### src/rtl/obstacle_scheduler.sv
// obstacle_scheduler: steps the game, picks obstacle/bonus ROM indices from an
// 8-bit LFSR, waits out the registered ROM and scrolls patterns toward lane 0.
module obstacle_scheduler #(
  parameter int unsigned NUM_DIGITS  = 4,
  parameter int unsigned STEP_CYCLES = 12_500_000,
  parameter int unsigned BONUS_EVERY = 8,
  parameter logic [7:0]  LFSR_SEED   = 8'hA5
) (
  input  logic                    clk,
  input  logic                    rst,
  input  logic                    start,
  input  logic                    pause,
  input  logic                    collision,
  output logic [3:0]              obs_aleo,
  input  logic [6:0]              obstaculos,
  output logic [7*NUM_DIGITS-1:0] lanes,
  output logic [3:0]              front_code,
  output logic                    front_valid,
  output logic                    running,
  output logic                    game_over
);

  localparam int unsigned LANE_W  = 7;
  localparam int unsigned CODE_W  = 4;
  localparam int unsigned LANES_W = LANE_W * NUM_DIGITS;
  localparam int unsigned CODES_W = CODE_W * NUM_DIGITS;
  localparam int unsigned TIMER_W = (STEP_CYCLES > 1) ? $clog2(STEP_CYCLES) : 1;
  localparam int unsigned SPAWN_W = (BONUS_EVERY > 1) ? $clog2(BONUS_EVERY) : 1;

  localparam logic [7:0]         SEED       = (LFSR_SEED == 8'h00) ? 8'h01 : LFSR_SEED;
  localparam logic [CODE_W-1:0]  BLANK      = 4'd13;
  localparam logic [TIMER_W-1:0] TIMER_LAST = TIMER_W'(STEP_CYCLES - 1);
  localparam logic [SPAWN_W-1:0] SPAWN_LAST = SPAWN_W'(BONUS_EVERY - 1);

  typedef enum logic [2:0] {
    IDLE   = 3'd0,
    RUN    = 3'd1,
    FETCH  = 3'd2,
    SETTLE = 3'd3,
    OVER   = 3'd4
  } state_t;

  state_t               state;
  logic [7:0]           lfsr;
  logic [7:0]           lfsr_next;
  logic [TIMER_W-1:0]   timer;
  logic [SPAWN_W-1:0]   spawn_cnt;
  logic [CODES_W-1:0]   lane_codes;
  logic [CODE_W-1:0]    spawn_code;
  logic [LANES_W-1:0]   shifted_lanes;
  logic [CODES_W-1:0]   shifted_codes;

  assign lfsr_next = {lfsr[6:0], lfsr[7] ^ lfsr[5] ^ lfsr[4] ^ lfsr[3]};

  // ROM index for the upcoming spawn: bonus on cadence, else blank or digit
  always_comb begin
    spawn_code = BLANK;
    if (spawn_cnt == SPAWN_LAST) begin
      unique case (lfsr_next[1:0])
        2'd1:    spawn_code = 4'd11;
        2'd2:    spawn_code = 4'd12;
        default: spawn_code = 4'd10;
      endcase
    end else if (lfsr_next[7:6] == 2'b00) begin
      spawn_code = BLANK;
    end else if (lfsr_next[3:0] < 4'd10) begin
      spawn_code = lfsr_next[3:0];
    end else begin
      spawn_code = lfsr_next[3:0] - 4'd10;
    end
  end

  // Lanes after one scroll step: each lane takes its upper neighbour, spawn enters on top
  always_comb begin
    shifted_lanes = lanes;
    shifted_codes = lane_codes;
    for (int unsigned i = 0; i + 1 < NUM_DIGITS; i++) begin
      shifted_lanes[i*LANE_W +: LANE_W] = lanes[(i+1)*LANE_W +: LANE_W];
      shifted_codes[i*CODE_W +: CODE_W] = lane_codes[(i+1)*CODE_W +: CODE_W];
    end
    shifted_lanes[(NUM_DIGITS-1)*LANE_W +: LANE_W] = obstaculos;
    shifted_codes[(NUM_DIGITS-1)*CODE_W +: CODE_W] = obs_aleo;
  end

  // Game sequencer: step timer, spawn fetch, ROM wait, scroll; collision ends the game
  always_ff @(posedge clk) begin
    if (rst) begin
      state       <= IDLE;
      lfsr        <= SEED;
      timer       <= '0;
      spawn_cnt   <= '0;
      obs_aleo    <= BLANK;
      front_code  <= BLANK;
      lanes       <= '0;
      lane_codes  <= {NUM_DIGITS{BLANK}};
      front_valid <= 1'b0;
      running     <= 1'b0;
      game_over   <= 1'b0;
    end else begin
      front_valid <= 1'b0;
      unique case (state)
        IDLE, OVER: begin
          if (start) begin
            state      <= RUN;
            running    <= 1'b1;
            game_over  <= 1'b0;
            timer      <= '0;
            spawn_cnt  <= '0;
            lanes      <= '0;
            lane_codes <= {NUM_DIGITS{BLANK}};
            front_code <= BLANK;
          end
        end
        RUN: begin
          if (collision) begin
            state     <= OVER;
            running   <= 1'b0;
            game_over <= 1'b1;
          end else if (!pause) begin
            if (timer == TIMER_LAST) begin
              state     <= FETCH;
              timer     <= '0;
              lfsr      <= lfsr_next;
              obs_aleo  <= spawn_code;
              spawn_cnt <= (spawn_cnt == SPAWN_LAST) ? '0 : spawn_cnt + SPAWN_W'(1);
            end else begin
              timer <= timer + TIMER_W'(1);
            end
          end
        end
        FETCH: begin
          if (collision) begin
            state     <= OVER;
            running   <= 1'b0;
            game_over <= 1'b1;
          end else begin
            state <= SETTLE;
          end
        end
        SETTLE: begin
          if (collision) begin
            state     <= OVER;
            running   <= 1'b0;
            game_over <= 1'b1;
          end else begin
            state       <= RUN;
            lanes       <= shifted_lanes;
            lane_codes  <= shifted_codes;
            front_code  <= shifted_codes[CODE_W-1:0];
            front_valid <= 1'b1;
          end
        end
        default: begin
          state     <= IDLE;
          running   <= 1'b0;
          game_over <= 1'b0;
        end
      endcase
    end
  end

endmodule

### config.mk
export PLATFORM = sky130hd
export DESIGN_NAME = obstacle_scheduler
export DESIGN_NICKNAME = d
export VERILOG_FILES = /design/src/rtl/obstacle_scheduler.sv
export SDC_FILE = /design/constraint.sdc
export NUM_CORES = 1
export LEC_CHECK = 0
export CAP_MARGIN = 20
export CORE_MARGIN = 1
export CORE_UTILIZATION = 49
export DETAILED_ROUTE_END_ITERATION = 8
export PLACE_DENSITY = 0.72
export SLEW_MARGIN = 20
export SYNTH_ARGS = -nofsm -noshare
export SYNTH_HDL_FRONTEND = slang
export SYNTH_SLANG_ARGS = --single-unit
### constraint.sdc
create_clock -name clk -period 2.13 [get_ports clk]
set_input_delay 0.426 -clock clk [delete_from_list [all_inputs] [get_ports clk]]
set_output_delay 0.426 -clock clk [all_outputs]
set_load 0.02 [all_outputs]
-- Word level (Yosys, flattened, before mapping)
Index checks and enable logic that the tools add are counted.
- $add $sub $neg: 3
- $lt $le $gt $ge: 1
- eq/ne operators: 16
- mux-type cells: 38
- bitwise gates (word level): 6
- reductions and logical operators: 13
- operator list (kind ; count):
    $mux W24 ; 4
    $mux W28 ; 2
    $pmux W28 S2 ; 1
    $pmux W24 S2 ; 1
    $mux W3 ; 11
    $mux W16 ; 2
    $pmux W16 S2 ; 1
    $add A24 B1 Y24 const B ; 1
    $eq A24 B24 Y1 const B ; 1
    $mux W4 ; 5
    $pmux W3 S2 ; 2
    $pmux W3 S4 ; 1
    $ne A2 B2 Y1 const B ; 5
    $pmux W4 S2 ; 1
    $reduce_and A4 Y1 ; 2
    $eq A3 B2 Y1 const B ; 2
    $eq A3 B3 Y1 const B ; 2
    $ne A3 B3 Y1 const B ; 2
    $reduce_and A3 Y1 ; 2
    $mux W1 ; 5
    $reduce_and A5 Y1 ; 1
    $lt A4 B4 Y1 const B ; 1
    $pmux W1 S2 ; 2
    $reduce_bool A2 Y1 ; 2
    13 further kinds ; 18
- flip-flop bits (word level): 93
- input bits: 12
- logic and storage cells: 88

-- Logic depth before layout (Yosys ltp)
Gate-level depths: netlist of the first run.
- depth after elaboration: 7
- mapped depth: 8

-- Worst setup path after synthesis of the first run
No wires, ideal clock.
- kind: register to register
- start: register timer[0]
- end: register timer[0]
- setup time: 0.117 ns
- data arrival time: 1.903 ns
- path slack: 0.109 ns
- stages on the path, launching flop included: 8
- period minus slack after synthesis: 2.021 ns
- cell sequence: dfxtp_1 > ha_1 > nand4_1 > or3_1 > o21ai_1 > a21o_1 > buf_2 > nor2_1
- longest elaborated chain between the ends: 5
- RTL lines (what ; RTL line ; RTL):
    from (decl) ; 46 ; logic [TIMER_W-1:0] timer;
    from (signal assigned) ; 127 ; timer <= timer + TIMER_W'(1);
    $add A24 B1 Y24 / $eq A24 B24 Y1 (equally long branches) ; 127, 120 ;
    $mux W24 * ; 120 ; if (timer == TIMER_LAST) begin
    $mux W24 * ; 119 ; end else if (!pause) begin
    $mux W24 * ; 115 ; if (collision) begin
    $pmux W24 S2 * ; 101 ; unique case (state)
Every way passes the cells marked *; elsewhere a longest branch is shown, timed or not. The select of a mux whose other input is x is not followed.
A chain may end at the register's enable or synchronous reset.

-- Final worst setup path of the first run
- start: register timer[1]
- end: register spawn_cnt[0]
- longest elaborated chain between the ends: 3
- RTL lines (what ; RTL line ; RTL):
    $eq A24 B24 Y1 ; 120 ;
    $ne A2 B2 Y1 (no source line) ; -- ;
    $reduce_and A5 Y1 (no source line) ; -- ;
    to (signal assigned) ; 125 ; spawn_cnt <= (spawn_cnt == SPAWN_LAST) ? '0 : spawn_cnt + SPAWN_W'(1);
    to (decl) ; 47 ; logic [SPAWN_W-1:0] spawn_cnt;
Every way passes these cells.

==> run summary, run 1 <==
### Clock tree
- depth of the CTS H-tree: 3
- CTS tree: done
- buffer levels on the longest clock path: 2
- root buffer selected by CTS: sky130_fd_sc_hd__clkbuf_8
- clock slew at the register clock pins of the worst setup and hold paths: 90 ps
- total CTS buffers: 9
- clock insertion delay at the later pin of the skew report: 350 ps
- Clock Sinks: 89
- hold buffer count at cts: 0

### STA
- transition time at the pin with the least slew margin: 499 ps
- Layout Skew: 7.97 ps
- count of final setup violators: 0
- top achievable clock speed: 498 MHz
- final count of pins violating max slew: 0
- number of endpoints with negative hold slack in the final report: 0
- worst hold margin: 454 ps
- min Tclk post-route: 2010 ps
- final period utilization: 94.3%
- headroom to the max-slew limit: 66.7%

### Finish
- fraction of final layout cells sized beyond drive strength 1: 12.1%
- Filler Cells Inserted: 670
- Syn-to-layout area delta: 26.3%
- antenna fix cells: 0
- area used by multi-input combinational logic: 1960 µm²
- number of standard cells in the final layout excluding fillers: 633
- end-of-flow core utilization: 63.9%
- sequential standard cell area: 1780 µm²
- final layout net count: 542
- final design area excluding fillers: 4910 µm²

### Worst setup path
- Reg2Reg Launch Point: timer[1]
- maximum fanout along the worst path: 12
- CP required: 2380 ps
- Critical path origin: timer[1]
- critical path launch point type: register
- Critical Path AT: 2250 ps
- critical path start-end classification: reg2reg
- element type at the critical path end: register
- flop-to-flop setup slack: 120 ps

### Yosys
- count of unique library cells instantiated by Yosys: 48
- portion of synthesized cell area occupied by the leading cell type: 45.8%
- Area contributors post-synth: sky130_fd_sc_hd__dfxtp_1 (46%), sky130_fd_sc_hd__a21oi_1 (6.3%), sky130_fd_sc_hd__nand3_1 (5.3%)
- most used standard cell by instance count after synthesis: sky130_fd_sc_hd__dfxtp_1
- yosys warns: 0
- synthesized area divided by synthesized cell count: 8.37 µm²
- most used flip-flop cell after synthesis: sky130_fd_sc_hd__dfxtp_1
- share of async-settable or async-resettable flops after synthesis: 0%
- Seq/Total Area, Yosys: 45.8%
- number of enable-type register cells in the synthesized netlist: 0
- Netlist Area Pre-Place: 3890 µm²
- Gate Count Post-Synth: 465
- most common library cells after synthesis: sky130_fd_sc_hd__dfxtp_1 (89), sky130_fd_sc_hd__nand2_1 (54), sky130_fd_sc_hd__nor2_1 (50), sky130_fd_sc_hd__a21oi_1 (49), sky130_fd_sc_hd__nand3_1 (41)
- largest area contributor in the synthesized netlist: sky130_fd_sc_hd__dfxtp_1
- flop and latch count out of synthesis: 89
- nets in the synthesized netlist: 481

### Place
- cell total after placement: 614
- HPWL Detailed: 6000 µm
- Placement Cell Area: 4650 µm²
- Buffers on Ports: 50
- global placer's final weighted congestion: 0.844

### Global route
- global-route congestion overflow total: 0
- vias in the first global route: 3141
- initial antenna violation count: 0
- global-route wire length before repair: 14700 µm
- global routing usage summed across all routing layers: 21.7%
- maximum number of pins on one net before global-route repair: 37

### Detailed routing
- remaining antenna violation count: 0
- detailed router's first-iteration violation count: 151
- sum of met2 wire segment lengths after detailed routing: 4210 µm
- ratio of routed vias to standard cells: 5.52
- wire length on met3: 271 µm
- overall routed net length: 8650 µm
- number of detailed-routing iterations run before antenna repair: 4
- via count of the routed design: 3495
- metal1 wirelength: 4040 µm
- per-cell routed wire length: 13.7 µm
- highest metal layer used by the detailed router: met4
- DRC errors left: 0

### Floorplan
- I/O pins: 51
- Die Wd: 91.1 µm
- starting density of the core: 50.6%
- core box area: 7690 µm²
- total die area: 8300 µm²
- vertical die dimension: 91.1 µm
- number of cell rows: 32

### Power and ir drop
- cell area power density: 649 nW/µm²
- maximum VDD drop: 460 µV
- LEAKAGE: 1.75 nW
- total power after layout: 3.19 mW

### Min path
- Min-Delay Path Class: reg2reg
- worst hold start: lanes[1]

### Status
- outcome: completed

### Job
- number of maximum-capacitance constraint violations: 0

[registers in the layout, indices dropped and copies added, names as in the netlist]
signal and cells:
lfsr 8, front_valid 1, timer 24, game_over 1, front_code 3, lane_codes 13
lanes 28, obs_aleo 4, spawn_cnt 3, running 1, state 3
[path summary, 6_finish.rpt]
check                                     to  cells past startpoint
worst min-delay path                lanes[1]                      2
worst max register to register  spawn_cnt[0]                      7
worst min register to register      lanes[1]                      2
worst max-delay path            spawn_cnt[0]                      7
[logic make-up (layout without fill, tap and decap cells)]
group / after synthesis / after routing / synth area share (%)
flops: 89 / 89 / 45.8
xor+xnor: 23 / 23 / 5.18
mux: 3 / 3 / 0.772
fa+ha+maj: 4 / 4 / 1.29
compound gates: 87 / 87 / 14.6
buf+inv: 39 / 105 / 4.50
simple gates: 220 / 220 / 27.9
[area by class of cell]
type	count	share of cell area (%)
clock buffers	9	2.52
multi-input cells	337	39.9
flip-flops and latches	89	36.3
well taps	102	2.60
repair buffers	86	16.5
clock inverters	7	2.06
inverters	3	0.229
[power by group]
group | internal (mW) | switching [mW]
sequential | 1.67 | 0.00751
clock | 0.671 | 0.616
combinational | 0.0970 | 0.127
[per-layer routing]
metal	vias up	track usage [%]
li1	1747	-
met1	1672	28.4
met2	65	36.2
met3	11	4.02
met4	0	7.14
met5	-	0
[cells in the final DEF (no fill, tap or decap), types with 5 or more instances in the layout]
cell type                          n
sky130_fd_sc_hd__dfxtp_1          89
sky130_fd_sc_hd__a211o_1           5
sky130_fd_sc_hd__clkdlybuf4s50_1  47
sky130_fd_sc_hd__and3_1            6
sky130_fd_sc_hd__a21oi_1          49
sky130_fd_sc_hd__nand3b_1          5
sky130_fd_sc_hd__clkbuf_8          9
sky130_fd_sc_hd__nand2_1          54
sky130_fd_sc_hd__nand3_1          41
sky130_fd_sc_hd__nand4_1          17
sky130_fd_sc_hd__nor2_1           50
sky130_fd_sc_hd__nand2b_1          5
sky130_fd_sc_hd__xnor2_1           7
sky130_fd_sc_hd__xor2_1           16
sky130_fd_sc_hd__nor3_1           20
sky130_fd_sc_hd__o21bai_1         12
sky130_fd_sc_hd__buf_4            33
[per-stage QoR]
step | worst slack [ps] | setup TNS, ps
floorplan | 109 | 0
global placement | -362 | -5750
detailed placement | -413 | -6830
CTS | 4.03 | 0
global route | -1.44 | -1.44
finish | 121 | 0
[worst max-delay path, stage by stage (launching register included)]
cell,delay (ps)
sky130_fd_sc_hd__dfxtp_1,400
sky130_fd_sc_hd__ha_1,230
sky130_fd_sc_hd__nand4_1,190
sky130_fd_sc_hd__or3_1,450
sky130_fd_sc_hd__o21ai_2,210
sky130_fd_sc_hd__a21o_1,160
sky130_fd_sc_hd__buf_4,190
sky130_fd_sc_hd__mux2i_1,90
[repair_timing]
action / 4_1_cts / 5_1_grt
setup endpoints to repair: 1 / 27
gates cloned: 0 / 0
buffers inserted: 0 / 3
resized for setup: 0 / 4
pin swaps: 1 / 4
endpoints found under the hold margin: 0 / 0
Note: power is estimated with default switching activity, not from simulation.
==> run 2: changes to the inputs <==
--- a/config.mk
+++ b/config.mk
@@ -10,7 +10,6 @@
 export CORE_UTILIZATION = 49
 export DETAILED_ROUTE_END_ITERATION = 8
 export PLACE_DENSITY = 0.72
-export SLEW_MARGIN = 20
 export SYNTH_ARGS = -nofsm -noshare
 export SYNTH_HDL_FRONTEND = slang
 export SYNTH_SLANG_ARGS = --single-unit
==> results of run 2 <==
The final DEF is identical to that of run 1; final timing and power are the same.
